### config.mk
export PLATFORM = sky130hd
export DESIGN_NAME = high_score_tracker_flat
export DESIGN_NICKNAME = d
export VERILOG_FILES = /design/src/rtl/high_score_tracker_if.sv /design/src/rtl/high_score_tracker.sv /design/src/flat_wrapper.sv
export SDC_FILE = /design/constraint.sdc
export NUM_CORES = 1
export LEC_CHECK = 0
export ABC_AREA = 1
export CAP_MARGIN = 20
export CORE_ASPECT_RATIO = 0.8
export CORE_MARGIN = 2
export CORE_UTILIZATION = 55
export DETAILED_ROUTE_END_ITERATION = 6
export HOLD_SLACK_MARGIN = 0.15
export PLACE_DENSITY = 0.85
export SLEW_MARGIN = 20
export SYNTH_ARGS = -nofsm -noshare
export SYNTH_HDL_FRONTEND = slang
export SYNTH_SLANG_ARGS = --single-unit
### constraint.sdc
create_clock -name clk -period 5.3 [get_ports clk]
set_clock_uncertainty 0.05 [all_clocks]
set_input_delay 1.59 -clock clk [delete_from_list [all_inputs] [get_ports clk]]
set_output_delay 1.59 -clock clk [all_outputs]
set_load 0.01 [all_outputs]
### src/rtl/high_score_tracker_if.sv
// Game-side signals of the high score tracker: the game level and score coming in, the record outputs going out.
// The master modport is the driver of game/score; the slave modport is the tracker itself.
interface high_score_tracker_if #(
    parameter int MAX_SCORE = 9999
);
    localparam int SCORE_W = $clog2(MAX_SCORE);

    logic               game_in_progress;
    logic [SCORE_W-1:0] score;
    logic [SCORE_W-1:0] high_score;
    logic               new_record;
    logic               record_blink;
    logic [7:0]         games_played;

    modport master (
        output game_in_progress,
        output score,
        input  high_score,
        input  new_record,
        input  record_blink,
        input  games_played
    );

    modport slave (
        input  game_in_progress,
        input  score,
        output high_score,
        output new_record,
        output record_blink,
        output games_played
    );
endinterface

### src/rtl/high_score_tracker.sv
// Keeps the best score since power-on; record updates SETTLE_CYCLES+1 edges after game end, then blinks the display.
// All outputs registered; no backpressure, a new game start aborts any blink in progress.
module high_score_tracker #(
    parameter int MAX_SCORE       = 9999,
    parameter int CLKS_PER_MS     = 50000,
    parameter int BLINK_PERIOD_MS = 250,
    parameter int NUM_BLINKS      = 6,
    parameter int SETTLE_CYCLES   = 2
) (
    input  logic                 clk,
    input  logic                 rst,
    high_score_tracker_if.slave  bus
);
    localparam int SCORE_W   = $clog2(MAX_SCORE);
    localparam int PHASE_LEN = BLINK_PERIOD_MS * CLKS_PER_MS;
    localparam int PH_W      = (PHASE_LEN > 1) ? $clog2(PHASE_LEN) : 1;
    localparam int TG_W      = $clog2(2 * NUM_BLINKS + 1);
    localparam int ST_W      = (SETTLE_CYCLES > 1) ? $clog2(SETTLE_CYCLES) : 1;

    localparam logic [PH_W-1:0]    PH_TERM = PH_W'(PHASE_LEN - 1);
    localparam logic [TG_W-1:0]    TG_LAST = TG_W'(2 * NUM_BLINKS);
    localparam logic [ST_W-1:0]    ST_TERM = ST_W'(SETTLE_CYCLES - 1);
    localparam logic [SCORE_W-1:0] MAX_S   = SCORE_W'(MAX_SCORE);

    typedef enum logic [2:0] {
        IDLE    = 3'd0,
        PLAYING = 3'd1,
        SETTLE  = 3'd2,
        COMPARE = 3'd3,
        BLINK   = 3'd4
    } state_t;

    state_t               r_state,        w_state_nxt;
    logic [ST_W-1:0]      r_settle_cnt,   w_settle_cnt_nxt;
    logic [PH_W-1:0]      r_phase_cnt,    w_phase_cnt_nxt;
    logic [TG_W-1:0]      r_toggle_cnt,   w_toggle_cnt_nxt;
    logic [SCORE_W-1:0]   r_high_score,   w_high_score_nxt;
    logic                 r_new_record,   w_new_record_nxt;
    logic                 r_record_blink, w_record_blink_nxt;
    logic [7:0]           r_games_played, w_games_played_nxt;

    logic [SCORE_W-1:0]   w_clamped;
    logic [7:0]           w_games_inc;
    logic [TG_W-1:0]      w_toggle_inc;

    assign w_clamped    = (bus.score > MAX_S) ? MAX_S : bus.score;
    assign w_games_inc  = (r_games_played == 8'hFF) ? r_games_played : r_games_played + 8'd1;
    assign w_toggle_inc = r_toggle_cnt + TG_W'(1);

    always_comb begin
        w_state_nxt        = r_state;
        w_settle_cnt_nxt   = r_settle_cnt;
        w_phase_cnt_nxt    = r_phase_cnt;
        w_toggle_cnt_nxt   = r_toggle_cnt;
        w_high_score_nxt   = r_high_score;
        w_new_record_nxt   = 1'b0;
        w_record_blink_nxt = r_record_blink;
        w_games_played_nxt = r_games_played;
        case (r_state)
            IDLE: begin
                if (bus.game_in_progress) begin
                    w_state_nxt        = PLAYING;
                    w_games_played_nxt = w_games_inc;
                end
            end
            PLAYING: begin
                if (!bus.game_in_progress) begin
                    w_state_nxt      = SETTLE;
                    w_settle_cnt_nxt = '0;
                end
            end
            SETTLE: begin
                w_settle_cnt_nxt = r_settle_cnt + ST_W'(1);
                if (r_settle_cnt == ST_TERM) begin
                    w_state_nxt = COMPARE;
                end
            end
            COMPARE: begin
                // Strict compare: ties and a zero score never count as a record.
                if (w_clamped > r_high_score) begin
                    w_high_score_nxt   = w_clamped;
                    w_new_record_nxt   = 1'b1;
                    w_record_blink_nxt = 1'b1;
                    w_phase_cnt_nxt    = '0;
                    w_toggle_cnt_nxt   = '0;
                    w_state_nxt        = BLINK;
                end else begin
                    w_state_nxt = IDLE;
                end
            end
            BLINK: begin
                if (bus.game_in_progress) begin
                    w_record_blink_nxt = 1'b0;
                    w_games_played_nxt = w_games_inc;
                    w_state_nxt        = PLAYING;
                end else if (r_phase_cnt == PH_TERM) begin
                    w_phase_cnt_nxt  = '0;
                    w_toggle_cnt_nxt = w_toggle_inc;
                    if (w_toggle_inc == TG_LAST) begin
                        w_record_blink_nxt = 1'b0;
                        w_state_nxt        = IDLE;
                    end else begin
                        w_record_blink_nxt = ~r_record_blink;
                    end
                end else begin
                    w_phase_cnt_nxt = r_phase_cnt + PH_W'(1);
                end
            end
            default: w_state_nxt = IDLE;
        endcase
    end

    always_ff @(posedge clk) begin
        if (rst) begin
            r_state        <= IDLE;
            r_settle_cnt   <= '0;
            r_phase_cnt    <= '0;
            r_toggle_cnt   <= '0;
            r_high_score   <= '0;
            r_new_record   <= 1'b0;
            r_record_blink <= 1'b0;
            r_games_played <= 8'd0;
        end else begin
            r_state        <= w_state_nxt;
            r_settle_cnt   <= w_settle_cnt_nxt;
            r_phase_cnt    <= w_phase_cnt_nxt;
            r_toggle_cnt   <= w_toggle_cnt_nxt;
            r_high_score   <= w_high_score_nxt;
            r_new_record   <= w_new_record_nxt;
            r_record_blink <= w_record_blink_nxt;
            r_games_played <= w_games_played_nxt;
        end
    end

    assign bus.high_score   = r_high_score;
    assign bus.new_record   = r_new_record;
    assign bus.record_blink = r_record_blink;
    assign bus.games_played = r_games_played;
endmodule

### src/flat_wrapper.sv
// flat-port wrapper written by rule: the top's interface ports become plain ports
module high_score_tracker_flat 
#(
    parameter int MAX_SCORE       = 9999,
    parameter int CLKS_PER_MS     = 50000,
    parameter int BLINK_PERIOD_MS = 250,
    parameter int NUM_BLINKS      = 6,
    parameter int SETTLE_CYCLES   = 2
)
  (clk, rst, bus_game_in_progress, bus_score, bus_high_score, bus_new_record, bus_record_blink, bus_games_played);
  high_score_tracker_if #(.MAX_SCORE(MAX_SCORE)) bus_i ();
  input  logic clk;
  input  logic rst;
  input wire logic [$bits(bus_i.game_in_progress)-1:0] bus_game_in_progress;
  input wire logic [$bits(bus_i.score)-1:0] bus_score;
  output wire logic [$bits(bus_i.high_score)-1:0] bus_high_score;
  output wire logic [$bits(bus_i.new_record)-1:0] bus_new_record;
  output wire logic [$bits(bus_i.record_blink)-1:0] bus_record_blink;
  output wire logic [$bits(bus_i.games_played)-1:0] bus_games_played;
  assign bus_i.game_in_progress = bus_game_in_progress;
  assign bus_i.score = bus_score;
  assign bus_high_score = bus_i.high_score;
  assign bus_new_record = bus_i.new_record;
  assign bus_record_blink = bus_i.record_blink;
  assign bus_games_played = bus_i.games_played;
  high_score_tracker #(.MAX_SCORE(MAX_SCORE), .CLKS_PER_MS(CLKS_PER_MS), .BLINK_PERIOD_MS(BLINK_PERIOD_MS), .NUM_BLINKS(NUM_BLINKS), .SETTLE_CYCLES(SETTLE_CYCLES)) u_core (.clk(clk), .rst(rst), .bus(bus_i));
endmodule
==> summary.txt <==
Worst setup path
  – Setup CP Type: in2reg
  – Setup crit end kind: register
  – Worst Path Arrival: 4.74 ns
  – CP max stage cell: clkdlybuf4s50_1
  – CP Buf/Inv Count: 4
  – Max incr delay on CP: 0.40 ns
  – Worst Setup Start Kind: input pin
  – CP delay by family, top: simple AND/OR/NAND/NOR gates
  – Cell mode on critical path: nor2_1
  – Max Fanout on Critical Path: 30
  – Crit-path cells: clkdlybuf4s50_1, inv_1, nand4_1, nand2_1, nand3_1, nand2_1, inv_1, nor2_1, ha_1, nand2_1, nor2_1, nand3_1, nor2_1, nor2_1, nand2_4, nand2_4, nand2_4, inv_4, nor2_1, nor2_1
  – WP data required: 5.51 ns

Clocking
  – CTS resizes: 0
  – # clock sinks: 56
  – Worst-skew pair later-pin latency: 0.33 ns
  – CTS Buf Count: 5
  – Hold buffer count at CTS: 0
  – CTS Buffer Depth: 2
  – CTS tree: yes
  – Setup Buffers After CTS: 0
  – Root Driver: clkbuf_8
  – CTS H-tree depth: 2
  – Reg clk slew, reported paths: 0.12 ns

Pwr
  – Comb pwr share: 36.0%
  – Register share of total power: 44.4%
  – PD cells: 313.1 mW/mm²
  – Lkg Pwr: 0.001783 µW
  – Total power: 1313 µW
  – Net Sw Frac: 41.41%
  – Peak supply drop: 195.6 µV
  – Clock share of power: 19.6%
  – P_sw: 543.7 µW
  – Total internal power: 769.2 µW

Synth
  – Mapped Area: 0.003701 mm²
  – Synth top cells by count: nand2_1 (139), nor2_1 (96), inv_1 (74), nand3_1 (58), dfxtp_1 (56)
  – Synth async-reset ratio: 0%
  – Yosys top cell by area: dfxtp_1
  – Synth area leaders: dfxtp_1 (30%), nand2_1 (14%), nor2_1 (9.7%)
  – Register area share after synthesis: 30.29%
  – Mean area per synthesized cell: 6.327 µm²
  – Cell with the most instances after synthesis: nand2_1
  – Yosys warnings: 0
  – Ys flop type: dfxtp_1
  – Number of synthesized flops with an enable pin: 0
  – Synth top area share: 30.29%
  – Syn Nets: 620
  – Synth unique cells: 34
  – #FFs+latches synth: 56
  – Synth Instances: 585

STA
  – RSZ-0062 raised after global routing: false
  – Max Fclk: 220.6 MHz
  – Setup violations, final: 0
  – Hold slack: 0.4243 ns
  – Worst Tran Pin Value: 1.020 ns
  – Max Transition Viols Final: 0
  – Crit share post-route: 85.54%
  – Final setup TNS: 0 ns
  – Final hold viol count: 0
  – Minimum clock period after layout: 4.534 ns
  – Rel. slew slack: 31.91%

Floorplanning
  – Die Ht: 77.37 µm
  – Area of the core: 0.006441 mm²
  – Die area: 0.007405 mm²
  – Rows: 26
  – Ports: 41
  – Chip width: 95.72 µm
  – Initial Utilization: 57.46%

Route
  – DR pass1 iterations: 5
  – Number of DRC markers in iteration 0: 232
  – Vias per cell: 5.280
  – Post-route ant nets: 0
  – DR WL/cell: 12.08 µm
  – Final WL: 8.468 mm
  – DR vias: 3,701
  – DRC viols: 0

Flow run
  – Max-capacitance violation count: 0

Layout
  – Layout cells sized above 1: 7.618%
  – Post-Layout Cell Count: 701
  – Final core occ: 65.09%
  – Nets@finish: 651
  – Syn-to-layout area delta: 13.29%
  – Diode count: 0

Placed design
  – Final RePlAce weighted congestion: 0.9259
  – Placed cells: 693
  – Dpl hpwl: 6.267 mm
  – # port buffers: 40

GRT
  – Tot GR Track Use: 25.45%
  – Vias in the first global route: 3,568
  – Initial antenna violation count: 0
  – Overflow after GRT: 0
  – Largest net degree at the start of global routing: 34
  – First-pass GRT wire length: 15.39 mm

Run status
  – Outcome: finished, final reports clean

Min path
  – Hold WC Path Type: reg2reg
## through the flow
step / setup slack (ns) / cell area (µm²)
2_1_floorplan: 1.728 / 3701
3_3_place_gp: 0.6662 / 4095
3_5_place_dp: 0.4400 / 4095
4_1_cts: 0.7684 / 4193
5_1_grt: 0.2721 / 4193
6_report: 0.7662 / 4193
## power groups by stage
stage | Combinational (µW) | Clock, µW | Sequential [µW]
6_report | 472 | 258 | 583
5_1_grt | 551 | 276 | 594
4_1_cts | 471 | 261 | 579
3_5_place_dp | 466 | 0 | 588
3_3_place_gp | 448 | 0 | 585
2_1_floorplan | 385 | 0 | 571
## metal layers
metal	vias up	track usage (%)	share of wire, %
li1	1921	-	-
met1	1671	33.50	47
met2	97	42.17	46
met3	12	4.563	5.6
met4	0	8.000	1.3
met5	-	0	0
## kinds of logic (layout without fill, tap and decap cells)
| kind of cell | count (synthesis) | after routing | synth area share (%) |
|---|---|---|---|
| AO/OA/AOI/OAI | 63 | 63 | 9.263 |
| AND/OR/NAND/NOR | 342 | 342 | 41.24 |
| XOR/XNOR | 6 | 6 | 1.420 |
| flip-flops | 56 | 56 | 30.29 |
| adder cells (fa/ha/maj) | 18 | 18 | 6.085 |
| buffers and inverters | 100 | 132 | 11.70 |
## worst paths after layout
kind	cells after the start	endpoint	slack, ns	from
setup / recovery	20	u_core.r_phase_cnt[19]	0.77	bus_score[4]
hold / removal	2	u_core.r_settle_cnt	0.42	u_core.r_settle_cnt
setup reg to reg	13	u_core.r_phase_cnt[19]	2.91	u_core.bus.high_score[11]
hold reg to reg	2	u_core.r_settle_cnt	0.42	u_core.r_settle_cnt
## worst reg2reg max path, cell delays in order, from the launching register on
cell and delay (ns):
dfxtp_1 0.35, inv_1 0.06, ha_1 0.31, nand2_1 0.08, nor2_1 0.06, nand2_1 0.09
nor2_1 0.05, nor2_1 0.22, nand2_4 0.24, nand2_4 0.31, nand2_4 0.17, inv_4 0.19
nor2_1 0.06, nor2_1 0.10
## final cells by class
cell class                      instances  area [µm²]
Fill cell                             561        2248
Multi-Input combinational cell        429        2147
Sequential cell                        56        1121
Timing Repair Buffer                   41       407.9
Inverter                               83       314.1
Tap cell                               84       105.1
Clock buffer                            5       68.82
Clock inverter                          3       28.78
## registers in the layout (all words and copies together), names as in the netlist
| name | cells |
|---|---|
| u_core.r_phase_cnt | 24 |
| u_core.r_toggle_cnt | 4 |
| u_core.bus.high_score | 14 |
| u_core.bus.new_record | 1 |
| u_core.bus.games_played | 8 |
| u_core.bus.record_blink | 1 |
| u_core.r_settle_cnt | 1 |
| u_core.r_state | 3 |
## layout by cell type, fill, tap and decap left out
cell	count
nor3_2	1
nor2_1	96
ha_1	18
nand2_2	6
or2_2	5
inv_4	1
nor3b_1	2
and2_1	1
o21ai_1	2
nor3_1	3
nand4_1	13
inv_2	8
nand2_1	139
inv_8	1
o21ai_0	15
nor2_4	2
buf_4	1
dfxtp_1	56
nand3b_1	1
xor2_1	5
a41oi_1	1
nor2_2	7
xnor2_1	1
o211ai_1	1
o21a_1	4
inv_1	74
inv_6	2
nand2_4	3
clkbuf_8	5
clkdlybuf4s50_1	40
o21bai_1	3
a21oi_1	36
o2111ai_1	1
nand3_2	5
nand3_1	58
No activity file was read; power rests on OpenSTA's default activity.
